File: config.mk
export PLATFORM = sky130hd
export DESIGN_NAME = pit_irq_ctrl
export DESIGN_NICKNAME = d
export VERILOG_FILES = /design/src/rtl/pit_irq_ctrl.sv
export SDC_FILE = /design/constraint.sdc
export NUM_CORES = 1
export LEC_CHECK = 0
export CAP_MARGIN = 10
export CORE_MARGIN = 2
export CORE_UTILIZATION = 53
export CTS_BUF_LIST = sky130_fd_sc_hd__clkbuf_2 sky130_fd_sc_hd__clkbuf_4 sky130_fd_sc_hd__clkbuf_8
export CTS_CLUSTER_DIAMETER = 60
export CTS_CLUSTER_SIZE = 24
export DETAILED_ROUTE_END_ITERATION = 6
export GPL_TIMING_DRIVEN = 0
export PLACE_DENSITY = 0.82
export SLEW_MARGIN = 10
export SYNTH_ARGS = -nofsm -noshare
export SYNTH_HDL_FRONTEND = slang
export SYNTH_SLANG_ARGS = --single-unit
File: constraint.sdc
create_clock -name wb_clk_i -period 2 [get_ports wb_clk_i]
set_clock_uncertainty 0.15 [all_clocks]
set_input_delay 0.2 -clock wb_clk_i [delete_from_list [all_inputs] [get_ports wb_clk_i]]
set_output_delay 0.2 -clock wb_clk_i [all_outputs]
set_load 0.005 [all_outputs]
File: src/rtl/pit_irq_ctrl.sv
// Interrupt aggregator for PIT-style request lines: pending/mask/mode registers,
// lowest-index-wins vectored interrupt, Wishbone slave for software access.
module pit_irq_ctrl #(
  parameter int NUM_SRC      = 4,
  parameter int DWIDTH       = 16,
  parameter bit SINGLE_CYCLE = 1'b0
) (
  input  logic               wb_clk_i,
  input  logic               arst_i,
  input  logic [2:0]         wb_adr_i,
  input  logic [DWIDTH-1:0]  wb_dat_i,
  output logic [DWIDTH-1:0]  wb_dat_o,
  input  logic               wb_we_i,
  input  logic               wb_stb_i,
  input  logic               wb_cyc_i,
  input  logic [1:0]         wb_sel_i,
  output logic               wb_ack_o,
  input  logic [NUM_SRC-1:0] irq_src_i,
  output logic               irq_o,
  output logic [3:0]         irq_vec_o,
  output logic               irq_valid_o
);

  localparam logic [15:0] SRC_MASK = 16'((32'd1 << NUM_SRC) - 32'd1);

  localparam logic [2:0] ADR_PEND  = 3'd0;
  localparam logic [2:0] ADR_MASK  = 3'd1;
  localparam logic [2:0] ADR_MODE  = 3'd2;
  localparam logic [2:0] ADR_VEC   = 3'd3;
  localparam logic [2:0] ADR_RAW   = 3'd4;
  localparam logic [2:0] ADR_SWSET = 3'd5;

  logic [15:0] src_q, pend_q, pend_d, mask_q, mask_d, mode_q, mode_d;
  logic        ack_q, irq_q, valid_q;
  logic [3:0]  vec_q, vec_d;
  logic        req, wr_en;
  logic [15:0] lane, wr_bits, rise, act, w1c, swset, edge_next;

  assign req      = wb_stb_i & wb_cyc_i;
  assign wb_ack_o = SINGLE_CYCLE ? req : ack_q;
  assign wr_en    = req & wb_we_i & wb_ack_o;

  // Registers are kept 16 bits wide; bits at or above NUM_SRC are forced to zero.
  assign lane    = {{8{wb_sel_i[1]}}, {8{wb_sel_i[0]}}};
  assign wr_bits = wb_dat_i & lane & SRC_MASK;
  assign rise    = 16'(irq_src_i) & ~src_q;
  assign act     = pend_q & mask_q;

  assign w1c       = (wr_en && wb_adr_i == ADR_PEND)  ? wr_bits : 16'h0000;
  assign swset     = (wr_en && wb_adr_i == ADR_SWSET) ? wr_bits : 16'h0000;
  assign edge_next = (pend_q & ~w1c) | rise | swset;
  assign pend_d    = (mode_q & edge_next) | (~mode_q & src_q);

  always_comb begin
    mask_d = mask_q;
    mode_d = mode_q;
    if (wr_en && wb_adr_i == ADR_MASK) mask_d = (mask_q & ~lane) | wr_bits;
    if (wr_en && wb_adr_i == ADR_MODE) mode_d = (mode_q & ~lane) | wr_bits;
  end

  // Scanning downward lets the lowest set index overwrite, so source 0 has top priority.
  always_comb begin
    vec_d = 4'd0;
    for (int i = NUM_SRC - 1; i >= 0; i--) begin
      if (act[i]) vec_d = 4'(i);
    end
  end

  always_comb begin
    case (wb_adr_i)
      ADR_PEND: wb_dat_o = pend_q;
      ADR_MASK: wb_dat_o = mask_q;
      ADR_MODE: wb_dat_o = mode_q;
      ADR_VEC:  wb_dat_o = {valid_q, 11'b0, vec_q};
      ADR_RAW:  wb_dat_o = src_q;
      default:  wb_dat_o = 16'h0000;
    endcase
  end

  always_ff @(posedge wb_clk_i or posedge arst_i) begin
    if (arst_i) begin
      src_q   <= 16'h0000;
      pend_q  <= 16'h0000;
      mask_q  <= 16'h0000;
      mode_q  <= 16'h0000;
      ack_q   <= 1'b0;
      irq_q   <= 1'b0;
      valid_q <= 1'b0;
      vec_q   <= 4'd0;
    end else begin
      src_q   <= 16'(irq_src_i);
      pend_q  <= pend_d;
      mask_q  <= mask_d;
      mode_q  <= mode_d;
      ack_q   <= req & ~ack_q;
      irq_q   <= |act;
      valid_q <= |act;
      vec_q   <= vec_d;
    end
  end

  assign irq_o       = irq_q;
  assign irq_valid_o = valid_q;
  assign irq_vec_o   = vec_q;

endmodule
==> results of run 1 <==
power by group:
| group | internal [uW] | switching (uW) |
|---|---|---|
| Clock | 264 | 373 |
| Combinational | 123 | 103 |
| Sequential | 1150 | 18.5 |
how the worst min path moves through the flow:
| stage | start | endpoint | cells after the start |
|---|---|---|---|
| after floorplan | irq_src_i[0] | src_q[0]$_DFF_PP0_ | 0 |
| after global placement | wb_ack_o$_DFF_PP0_ | wb_ack_o$_DFF_PP0_ | 1 |
| after detailed placement | wb_ack_o$_DFF_PP0_ | wb_ack_o$_DFF_PP0_ | 1 |
| after CTS | arst_i | pend_q[8]$_DFF_PP0_ | 2 |
| after global routing | arst_i | mode_q[10]$_DFFE_PP0P_ | 2 |
| final | arst_i | mode_q[8]$_DFFE_PP0P_ | 2 |
kinds of logic after synthesis:
logic type / synth area share, %
compound gates: 10.44
buf+inv: 3.095
flops: 54.16
mux: 11.80
other cells: 0.1449
simple gates: 20.36
cells in the final DEF, fill, tap and decap left out, types with 3 or more instances in the layout:
cell | synthesis | routed
sky130_fd_sc_hd__a221oi_1 | 3 | 3
sky130_fd_sc_hd__buf_4 | 3 | 27
sky130_fd_sc_hd__dfrtp_1 | 56 | 55
sky130_fd_sc_hd__buf_6 | 1 | 3
sky130_fd_sc_hd__dlymetal6s2s_1 | 0 | 7
sky130_fd_sc_hd__mux2i_1 | 17 | 17
sky130_fd_sc_hd__or2_2 | 5 | 5
sky130_fd_sc_hd__mux2_2 | 10 | 10
sky130_fd_sc_hd__clkbuf_8 | 0 | 5
sky130_fd_sc_hd__a31oi_1 | 4 | 4
sky130_fd_sc_hd__dlygate4sd2_1 | 0 | 9
sky130_fd_sc_hd__a311o_1 | 4 | 4
sky130_fd_sc_hd__a22o_1 | 4 | 4
sky130_fd_sc_hd__nand2_1 | 24 | 24
sky130_fd_sc_hd__a22oi_1 | 4 | 3
sky130_fd_sc_hd__a21oi_1 | 13 | 13
sky130_fd_sc_hd__and2_1 | 36 | 36
sky130_fd_sc_hd__clkdlybuf4s50_1 | 0 | 19
sky130_fd_sc_hd__or2_1 | 6 | 6
metal layers:
metal  global-route usage [%]  share of wire [%]  vias up
li1                         -                  -      931
met3                    3.978                5.7       13
met2                    35.32                 47       58
met1                    35.23                 45     1008
met4                    10.10                2.0        0
met5                        0                  0        -
repair_timing:
action | CTS | global route
setup buffers | 12 | 10
resized for setup | 37 | 9
endpoints found under the setup margin | 16 | 8
gates cloned | 2 | 0
per-stage QoR:
stage	setup slack [ns]	cells	hold slack [ns]
2_1_floorplan	0.2787	226	0.08143
3_3_place_gp	-0.7023	331	0.2859
3_5_place_dp	-0.6007	332	0.2883
4_1_cts	0.01200	354	0.04064
5_1_grt	-0.004543	364	0.07712
6_report	0.04371	364	0.04064
cell type report:
class	instances	share of cell area (%)
Buffer	11	2.968
Clock buffer	6	2.235
Clock inverter	2	0.4764
Inverter	1	0.1099
Multi-Input combinational cell	158	32.94
Sequential cell	56	41.08
Tap cell	67	2.455
Timing Repair Buffer	63	17.74
==> metrics.log, run 1 <==
[metrics] share of the core filled with cells in the final layout: 72.29%
[metrics] full die area: 5457 um2
[metrics] first-iteration detailed-routing DRC count: 137
[metrics] Crit path max-delay family: multiplexers
[metrics] pin count of the biggest net entering global routing: 40
[metrics] flops & latches, synth: 56
[metrics] Required @ worst endpoint: 1.65 ns
[metrics] clock latency reported for the late side of the worst-skew pair: 0.31 ns
[metrics] Cell Rows: 25
[metrics] Overflow after GRT: 0
[metrics] number of cells on the critical path: 3
[metrics] remaining design rule violation count: 0
[metrics] Vias: 2010
[metrics] TritonCTS clock tree: yes
[metrics] worst stage delay on the critical path: 0.46 ns
[metrics] buffer cell driving the clock tree root: sky130_fd_sc_hd__clkbuf_8
[metrics] setup violation total in the final timing report: 0
[metrics] footprint of the multi-input gates: 1125 um2
[metrics] count of pins over their slew limit: 0
[metrics] most repeated cell in the gate-level netlist after synthesis: sky130_fd_sc_hd__dfrtp_1
[metrics] num ports: 53
[metrics] critical path endpoint category: output port
[metrics] port bufs: 38
[metrics] per-cell routed wire length: 16.79 um
[metrics] number of buffers inserted during clock tree synthesis: 5
[metrics] via count of the first global-routing pass: 1985
[metrics] Yosys top cell area share: 54.16%
[metrics] count of buffering cells on the critical path with inverters included: 1
[metrics] final hold vios: 0
[metrics] effective utilization at floorplan: 54.78%
[metrics] number of enable-type register cells in the synthesized netlist: 0
[metrics] CP max stage cell: sky130_fd_sc_hd__mux4_2
[metrics] Relative slew margins: 60.83%
[metrics] Layout fillers: 321
[metrics] type of origin of the critical path: flip-flop
[metrics] most frequent cells after synthesis: sky130_fd_sc_hd__dfrtp_1 (56), sky130_fd_sc_hd__and2_1 (36), sky130_fd_sc_hd__nand2_1 (24)
[metrics] wire length of the first global-routing pass: 9756 um
[metrics] register area: 1403 um2
[metrics] Post-Syn Area per Cell: 11.50 um2
[metrics] max-capacitance violation count: 0
[metrics] post-layout min period: 1.956 ns
[metrics] type of the worst setup path: flip-flop to output port
[metrics] depth of the CTS H-tree: 2
[metrics] Vias/cell: 5.522
[metrics] number of cells produced by synthesis: 225
[metrics] clock transition at the registers of the reported paths: 0.10 ns
[metrics] global placement routability congestion: 0.8798
[metrics] LEAKAGE: 0.001752 uW
[metrics] Peak VDD IR: 0.3797 mV
[metrics] run status: complete, no violations
[metrics] Std-Cell Core Area: 4723 um2
[metrics] list of cells traversed by the critical path: mux4_2 -> nor2b_1 -> dlygate4sd2_1
[metrics] x dimension of the die: 73.87 um
[metrics] aggregate routed wire length: 6110 um
[metrics] crit-path max FO: 3
[metrics] detailed-routing iteration count for the pre-antenna-repair pass: 4
[metrics] DIE HEIGHT: 73.87 um
[metrics] f_max: 511.2 MHz
[metrics] clock sink count: 56
[metrics] cell count of the worst reg-to-reg path: 4
[metrics] warnings from Yosys: 0
[metrics] post-route cell area: 3415 um2
[metrics] area growth from synthesis to final layout: 31.96%
[metrics] Critical path destination: wb_dat_o[15]
[metrics] fraction of the cycle the final worst path needs: 97.81%
[metrics] share of synthesized area occupied by flip-flops and latches: 54.16%
[metrics] number of distinct library cell variants in the gate-level netlist after synthesis: 37
[metrics] Min-Delay Path Class: input pin to asynchronous set/reset pin
[metrics] share of layout cells above drive strength 1: 24.58%
[metrics] CTS Buffer Depth: 2
[metrics] data arrival time at the worst-slack endpoint: 1.61 ns
[metrics] measured slew at the worst slew-check pin: 0.5860 ns
[metrics] overall fraction of global-route tracks in use: 24.00%
[metrics] launch point of the critical path: mode_q[15]$_DFFE_PP0P_
[metrics] Reg2Reg Launch Point: wb_ack_o$_DFF_PP0_
[metrics] cell type with the largest total area after synthesis: sky130_fd_sc_hd__dfrtp_1
[metrics] antenna fix cells: 0
[metrics] overall power consumption: 2034 uW
[metrics] Final TNS setup: 0 ns
[metrics] total placed instance area: 3075 um2
[metrics] most used flip-flop cell after synthesis: sky130_fd_sc_hd__dfrtp_1
[metrics] synthesized cell area: 2587 um2
[metrics] post-layout net count: 326
[metrics] fraction of registers with async set or reset after synthesis: 100.0%
[metrics] antenna-violating nets left: 0
[metrics] Synth area leaders: sky130_fd_sc_hd__dfrtp_1 (54%), sky130_fd_sc_hd__and2_1 (8.7%), sky130_fd_sc_hd__mux2i_1 (6.6%), sky130_fd_sc_hd__mux2_2 (4.4%), sky130_fd_sc_hd__nand2_1 (3.5%)
[metrics] number of buffers inserted by hold repair at cts: 0
[metrics] register-to-register setup slack: 0.34 ns
[metrics] antenna violations before repair: 0
[metrics] estimated wirelength of the detail-placed design: 3791 um
[metrics] power density normalized to cell area: 595.6 nW/um2
No activity file was read; power rests on OpenSTA's default activity.
==> inputs of run 2 (changes only) <==
--- a/config.mk
+++ b/config.mk
@@ -14,7 +14,7 @@
 export DETAILED_ROUTE_END_ITERATION = 6
 export GPL_TIMING_DRIVEN = 0
 export PLACE_DENSITY = 0.82
-export SLEW_MARGIN = 10
+export SLEW_MARGIN = 20
 export SYNTH_ARGS = -nofsm -noshare
 export SYNTH_HDL_FRONTEND = slang
 export SYNTH_SLANG_ARGS = --single-unit
==> run 2 against run 1 <==
  * Worst setup slack improved by 0.030 ns
  * Hold slack better by 0.14 ns
  * Fmax grew 1.6%
  * Cell count down 0.55%
  * Die area stayed put
  * Design area shrank 0.48%
  * Power increased by 0.75%
  * Clock power rose by 3%
  * Critical path type unchanged
  * Critical endpoint unchanged
==> metrics.log, run 2 (synthesis results as in run 1) <==
[metrics] estimated wirelength of the detail-placed design: 3772 um (-0.52%)
[metrics] antenna fix cells: 0 (unchanged)
[metrics] run status: complete, no violations
[metrics] data arrival time at the worst-slack endpoint: 1.58 ns (-0.03 ns)
[metrics] worst hold slack after final layout: 0.1830 ns (+0.1423 ns)
[metrics] type of the worst setup path: flip-flop to output port
[metrics] type of origin of the critical path: flip-flop
[metrics] Vias: 2006 (-0.20%)
[metrics] overall power consumption: 2049 uW (+0.75%)
[metrics] cell total after placement: 331 (-0.30%)
[metrics] port bufs: 38 (unchanged)
[metrics] Std-Cell Core Area: 4723 um2 (unchanged)
[metrics] Overflow after GRT: 0 (unchanged)
[metrics] count of pins over their slew limit: 0 (unchanged)
[metrics] depth of the CTS H-tree: 2 (unchanged)
[metrics] per-cell routed wire length: 16.70 um (-0.53%)
[metrics] effective utilization at floorplan: 54.78% (unchanged)
[metrics] Min-Delay Path Class: input pin to asynchronous set/reset pin
[metrics] CTS Buffer Depth: 2 (unchanged)
[metrics] list of cells traversed by the critical path: mux4_2 -> nor2b_1 -> dlygate4sd2_1
[metrics] Layout fillers: 323 (+0.62%)
[metrics] setup violation total in the final timing report: 0 (unchanged)
[metrics] Vias/cell: 5.541 (+0.35%)
[metrics] via count of the first global-routing pass: 1924 (-3.1%)
[metrics] x dimension of the die: 73.87 um (unchanged)
[metrics] post-layout min period: 1.926 ns (-0.03027 ns)
[metrics] Crit path max-delay family: multiplexers
[metrics] fraction of the cycle the final worst path needs: 96.30% (-1.5 points)
[metrics] power density normalized to cell area: 603.0 nW/um2 (+1.2%)
[metrics] Final Non-Filler Cells: 362 (-0.55%)
[metrics] first-iteration detailed-routing DRC count: 171 (+25%)
[metrics] worst stage delay on the critical path: 0.46 ns (about the same)
[metrics] share of layout cells above drive strength 1: 24.07% (-0.51 points)
[metrics] Final TNS setup: 0 ns (unchanged)
[metrics] global placement routability congestion: 0.8798 (unchanged)
[metrics] detailed-routing iteration count for the pre-antenna-repair pass: 4 (unchanged)
[metrics] max-capacitance violation count: 0 (unchanged)
[metrics] setup repair after global routing missed its margin: no
[metrics] buffer cell driving the clock tree root: sky130_fd_sc_hd__clkbuf_8
[metrics] Peak VDD IR: 0.4008 mV (+5.6%)
[metrics] pin count of the biggest net entering global routing: 57 (+43%)
[metrics] commonest cells after routing, fill and taps aside: sky130_fd_sc_hd__dfrtp_1 (56), sky130_fd_sc_hd__and2_1 (36), sky130_fd_sc_hd__nand2_1 (24), sky130_fd_sc_hd__buf_4 (24), sky130_fd_sc_hd__clkdlybuf4s50_1 (19)
[metrics] number of buffers inserted by hold repair at cts: 0 (unchanged)
[metrics] LEAKAGE: 0.001756 uW (+0.24%)
[metrics] Relative slew margins: 54.49% (-6.3 points)
[metrics] overall fraction of global-route tracks in use: 24.50% (+0.49 points)
[metrics] TritonCTS clock tree: yes
[metrics] most common cell after layout, fill and taps aside: sky130_fd_sc_hd__dfrtp_1
[metrics] antenna violations before repair: 0 (unchanged)
[metrics] critical path endpoint category: output port
[metrics] num ports: 53 (unchanged)
[metrics] wire length of the first global-routing pass: 9894 um (+1.4%)
[metrics] Required @ worst endpoint: 1.65 ns (about the same)
[metrics] post-layout net count: 324 (-0.61%)
[metrics] share of the core filled with cells in the final layout: 71.95% (-0.34 points)
[metrics] Cell Rows: 25 (unchanged)
[metrics] f_max: 519.2 MHz (+1.6%)
[metrics] CP max stage cell: sky130_fd_sc_hd__mux4_2
[metrics] crit-path max FO: 2 (-1)
[metrics] number of buffers inserted during clock tree synthesis: 5 (unchanged)
[metrics] measured slew at the worst slew-check pin: 0.6826 ns (+0.09656 ns)
[metrics] clock transition at the registers of the reported paths: 0.10 ns (about the same)
[metrics] full die area: 5457 um2 (unchanged)
[metrics] DIE HEIGHT: 73.87 um (unchanged)
[metrics] clock sink count: 56 (unchanged)
[metrics] register-to-register setup slack: 0.36 ns (+0.02 ns)
[metrics] aggregate routed wire length: 6044 um (-1.1%)
[metrics] remaining design rule violation count: 0 (unchanged)
[metrics] final hold vios: 0 (unchanged)
[metrics] antenna-violating nets left: 0 (unchanged)
[metrics] area growth from synthesis to final layout: 31.33%
[metrics] clock latency reported for the late side of the worst-skew pair: 0.31 ns (about the same)
[metrics] count of buffering cells on the critical path with inverters included: 1 (unchanged)
## run 2: layout make-up
cell class | count | area [um2] | share of cell area [%]
Buffer | 11 | 101.3 | 2.982
Clock buffer | 7 | 90.09 | 2.651
Sequential cell | 56 | 1401 | 41.24
Tap cell | 67 | 83.83 | 2.467
Timing Repair Buffer | 61 | 576.8 | 16.97
Clock inverter | 1 | 7.507 | 0.2209
Multi-Input combinational cell | 158 | 1131 | 33.28
Inverter | 1 | 6.256 | 0.1841
## run 2: worst reg2reg max path, cell delays in order (launching register included)
cell and delay [ns]:
sky130_fd_sc_hd__dfrtp_1 0.38, sky130_fd_sc_hd__and4_1 0.17, sky130_fd_sc_hd__buf_2 0.23, sky130_fd_sc_hd__nand3_2 0.26, sky130_fd_sc_hd__mux2_2 0.35
## run 2: per-stage QoR
stage	worst slack, ns	area, um2
after global placement	-0.7023	3055
after CTS	0.01029	3306
after detailed placement	-0.6191	3058
after global routing	0.02503	3398
after floorplan	0.2787	2591
final	0.07399	3398
## run 2: timing repair
action / CTS / global route
setup buffers: 11 / 9
gates cloned: 3 / 0
endpoints found under the setup margin: 16 / 8
resized for setup: 37 / 11
pin swaps: 0 / 0
## run 2: where the power goes
group / internal (uW) / switching (uW)
Clock: 296 / 360
Sequential: 1150 / 17.4
Combinational: 119 / 105
Total: 1570 / 483
## run 2: per-layer routing
layer | wire, um | up-vias | global-route usage, %
met3 | 290 | 7 | 3.018
met5 | 0 | - | 0
met4 | 99 | 0 | 8.687
met1 | 2673 | 1003 | 35.66
li1 | - | 931 | -
met2 | 2980 | 65 | 38.00
## run 2: worst paths after layout
check	startpoint	to	depth (start not counted)
max	irq_valid_o$_DFF_PP0_	wb_dat_o[15]	3
min	arst_i	mode_q[12]$_DFFE_PP0P_	2
max reg2reg	wb_ack_o$_DFF_PP0_	flip-flop	4
min reg2reg	wb_ack_o$_DFF_PP0_	wb_ack_o$_DFF_PP0_	1
max in group asynchronous	arst_i	pend_q[3]$_DFF_PP0_	2
min in group wb_clk_i	irq_src_i[0]	src_q[0]$_DFF_PP0_	1
==> inputs of run 3 (changes only) <==
--- a/config.mk
+++ b/config.mk
@@ -6,7 +6,6 @@
 export NUM_CORES = 1
 export LEC_CHECK = 0
 export CAP_MARGIN = 10
-export CORE_MARGIN = 2
 export CORE_UTILIZATION = 53
 export CTS_BUF_LIST = sky130_fd_sc_hd__clkbuf_2 sky130_fd_sc_hd__clkbuf_4 sky130_fd_sc_hd__clkbuf_8
 export CTS_CLUSTER_DIAMETER = 60
@@ -14,7 +13,7 @@
 export DETAILED_ROUTE_END_ITERATION = 6
 export GPL_TIMING_DRIVEN = 0
 export PLACE_DENSITY = 0.82
-export SLEW_MARGIN = 20
+export SLEW_MARGIN = 10
 export SYNTH_ARGS = -nofsm -noshare
 export SYNTH_HDL_FRONTEND = slang
 export SYNTH_SLANG_ARGS = --single-unit
==> run 3 against run 2 <==
  * Cell count fell by 1.9%
  * Design area fell by 1.6%
  * Combinational power barely moved
  * First-iteration DRC count fell by 37%
  * Sequential power barely moved
  * Routed wire length fell by 2.2%
  * Largest power group unchanged
  * Critical path depth did not move
  * Clock-buffer cell count fell by 1
==> metrics.log, run 3 (synthesis results as in run 1) <==
[metrics] most common cell after layout, fill and taps aside: sky130_fd_sc_hd__dfrtp_1
[metrics] type of the worst setup path: flip-flop to output port
[metrics] CTS Buffer Depth: 2 (unchanged)
[metrics] worst stage delay on the critical path: 0.48 ns (+0.02 ns)
[metrics] wire length of the first global-routing pass: 9446 um (-4.5%)
[metrics] Layout fillers: 364 (+13%)
[metrics] clock transition at the registers of the reported paths: 0.10 ns (about the same)
[metrics] CP max stage cell: sky130_fd_sc_hd__mux4_2
[metrics] part of the total power dissipated in the clock network: 31.5% (-0.5 points)
[metrics] number of buffers inserted by hold repair at cts: 0 (unchanged)
[metrics] sequential share of power: 57.6% (+0.6 points)
[metrics] Crit path max-delay family: multiplexers
[metrics] via count of the first global-routing pass: 1961 (+1.9%)
[metrics] fraction of the cycle the final worst path needs: 96.58% (+0.28 points)
[metrics] Sw Pwr: 483.0 uW (about the same)
[metrics] Peak VDD IR: 0.4037 mV (+0.73%)
[metrics] global placement routability congestion: 0.8130 (-7.6%)
[metrics] list of cells traversed by the critical path: mux4_2 -> nor2b_1 -> dlygate4sd2_1
[metrics] count of buffering cells on the critical path with inverters included: 1 (unchanged)
[metrics] Relative slew margins: 64.81% (+10 points)
[metrics] area growth from synthesis to final layout: 29.21%
[metrics] data arrival time at the worst-slack endpoint: 1.58 ns (about the same)
[metrics] DIE HEIGHT: 71.87 um (-2.7%)
[metrics] post-route cell area: 3343 um2 (-1.6%)
[metrics] f_max: 517.7 MHz (-0.29%)
[metrics] post-layout min period: 1.932 ns (+0.005573 ns)
[metrics] overall fraction of global-route tracks in use: 24.47% (about the same)
[metrics] aggregate routed wire length: 5910 um (-2.2%)
[metrics] Overflow after GRT: 0 (unchanged)
[metrics] power density normalized to cell area: 607.3 nW/um2 (+0.72%)
[metrics] measured slew at the worst slew-check pin: 0.5265 ns (-0.1561 ns)
[metrics] buffer cell driving the clock tree root: sky130_fd_sc_hd__clkbuf_8
[metrics] clock latency reported for the late side of the worst-skew pair: 0.31 ns (about the same)
[metrics] Min-Delay Path Class: input pin to asynchronous set/reset pin
[metrics] Comb pwr share: 10.9% (about the same)
[metrics] worst hold slack after final layout: 0.02903 ns (-0.1539 ns)
[metrics] number of buffers inserted during clock tree synthesis: 5 (unchanged)
[metrics] Vias/cell: 5.558 (+0.29%)
[metrics] Cell Rows: 25 (unchanged)
[metrics] max-capacitance violation count: 0 (unchanged)
[metrics] num ports: 53 (unchanged)
[metrics] clock sink count: 56 (unchanged)
[metrics] antenna violations before repair: 0 (unchanged)
[metrics] remaining design rule violation count: 0 (unchanged)
[metrics] Required @ worst endpoint: 1.65 ns (about the same)
[metrics] x dimension of the die: 71.87 um (-2.7%)
[metrics] antenna fix cells: 0 (unchanged)
[metrics] post-layout net count: 317 (-2.2%)
[metrics] internal power component: 1547 uW (-1.2%)
[metrics] worst slack at placement: -0.5884 ns (+0.03065 ns)
[metrics] LEAKAGE: 0.001688 uW (-3.9%)
[metrics] share of layout cells above drive strength 1: 21.88% (-2.2 points)
[metrics] Std-Cell Core Area: 4723 um2 (unchanged)
[metrics] total placed instance area: 3075 um2 (+0.57%)
[metrics] depth of the CTS H-tree: 2 (unchanged)
[metrics] setup violation total in the final timing report: 0 (unchanged)
[metrics] Vias: 1973 (-1.6%)
[metrics] setup repair after global routing missed its margin: no
[metrics] final hold vios: 0 (unchanged)
[metrics] port bufs: 38 (unchanged)
[metrics] antenna-violating nets left: 0 (unchanged)
[metrics] post-route worst setup slack: 0.06841 ns (-0.005573 ns)
[metrics] first-iteration detailed-routing DRC count: 107 (-37%)
[metrics] critical path endpoint category: output port
[metrics] switching portion of total power: 23.79% (+0.23 points)
[metrics] type of origin of the critical path: flip-flop
[metrics] run status: complete, no violations
[metrics] full die area: 5165 um2 (-5.3%)
[metrics] commonest cells after routing, fill and taps aside: sky130_fd_sc_hd__dfrtp_1 (56), sky130_fd_sc_hd__and2_1 (36), sky130_fd_sc_hd__nand2_1 (24), sky130_fd_sc_hd__clkdlybuf4s50_1 (19)
[metrics] count of pins over their slew limit: 0 (unchanged)
[metrics] TritonCTS clock tree: yes
[metrics] detailed-routing iteration count for the pre-antenna-repair pass: 4 (unchanged)
[metrics] per-cell routed wire length: 16.65 um (-0.29%)
[metrics] pin count of the biggest net entering global routing: 41 (-28%)
[metrics] crit-path max FO: 2 (unchanged)
[metrics] estimated wirelength of the detail-placed design: 3754 um (-0.47%)
[metrics] effective utilization at floorplan: 54.78% (unchanged)
-- run 3: layer usage --
metal | wire (um) | vias to the layer above | global-route usage, %
li1 | - | 913 | -
met1 | 2710 | 993 | 33.52
met2 | 2801 | 54 | 38.47
met3 | 249 | 13 | 4.501
met4 | 148 | 0 | 10.68
met5 | 0 | - | 0
-- run 3: final timing paths --
path                                  startpoint                         end  slack (ns)  cells past startpoint
max                        irq_valid_o$_DFF_PP0_                wb_dat_o[15]        0.07                      3
min reg2reg                   wb_ack_o$_DFF_PP0_          wb_ack_o$_DFF_PP0_        0.30                      1
min in group wb_clk_i               irq_src_i[0]          src_q[0]$_DFF_PP0_        0.20                      1
min                                       arst_i      mode_q[14]$_DFFE_PP0P_        0.03                      2
max in group asynchronous                 arst_i  asynchronous set/reset pin        1.14                      3
max reg2reg                   wb_ack_o$_DFF_PP0_         pend_q[1]$_DFF_PP0_        0.39                      4
-- run 3: timing repair --
item,4_1_cts,5_1_grt
endpoints found under the setup margin,16,5
setup buffers,10,3
hold endpoints to repair,0,0
resized for setup,39,5
cloned,2,0
-- run 3: power groups by stage --
| stage | sequential [uW] | clock, uW | combinational, uW |
|---|---|---|---|
| final | 1170 | 639 | 221 |
| after detailed placement | 1190 | 0 | 195 |
| after global placement | 1190 | 0 | 185 |
| after floorplan | 1190 | 0 | 100 |
| after global routing | 1170 | 682 | 239 |
| after CTS | 1170 | 640 | 222 |
-- run 3: worst register-to-register path, cell delays in order, from the launching register on --
cell	delay (ns)
sky130_fd_sc_hd__dfrtp_1	0.40
sky130_fd_sc_hd__and4_1	0.14
sky130_fd_sc_hd__buf_2	0.18
sky130_fd_sc_hd__and3_1	0.26
sky130_fd_sc_hd__a311o_1	0.37
-- run 3: area by class of cell --
class,count,area (um2),share of cell area (%)
plain buffers,11,101.3,3.031
repair buffers,54,531.8,15.91
clock buffers,6,82.58,2.470
clock inverters,2,10.01,0.2994
flip-flops and latches,56,1401,41.92
well taps,67,83.83,2.507
inverters,1,3.754,0.1123
multi-input cells,158,1129,33.76
-- run 3: per-stage QoR --
| step | utilization, % | TNS [ns] | instances | power, uW |
|---|---|---|---|---|
| floorplan | - | 0 | 226 | 1289 |
| global placement | 64.69 | -48.04 | 331 | 1379 |
| detailed placement | 65.11 | -8.721 | 332 | 1389 |
| CTS | 70.04 | 0 | 352 | 2032 |
| global route | 70.78 | 0 | 355 | 2093 |
| finish | 70.78 | 0 | 355 | 2030 |
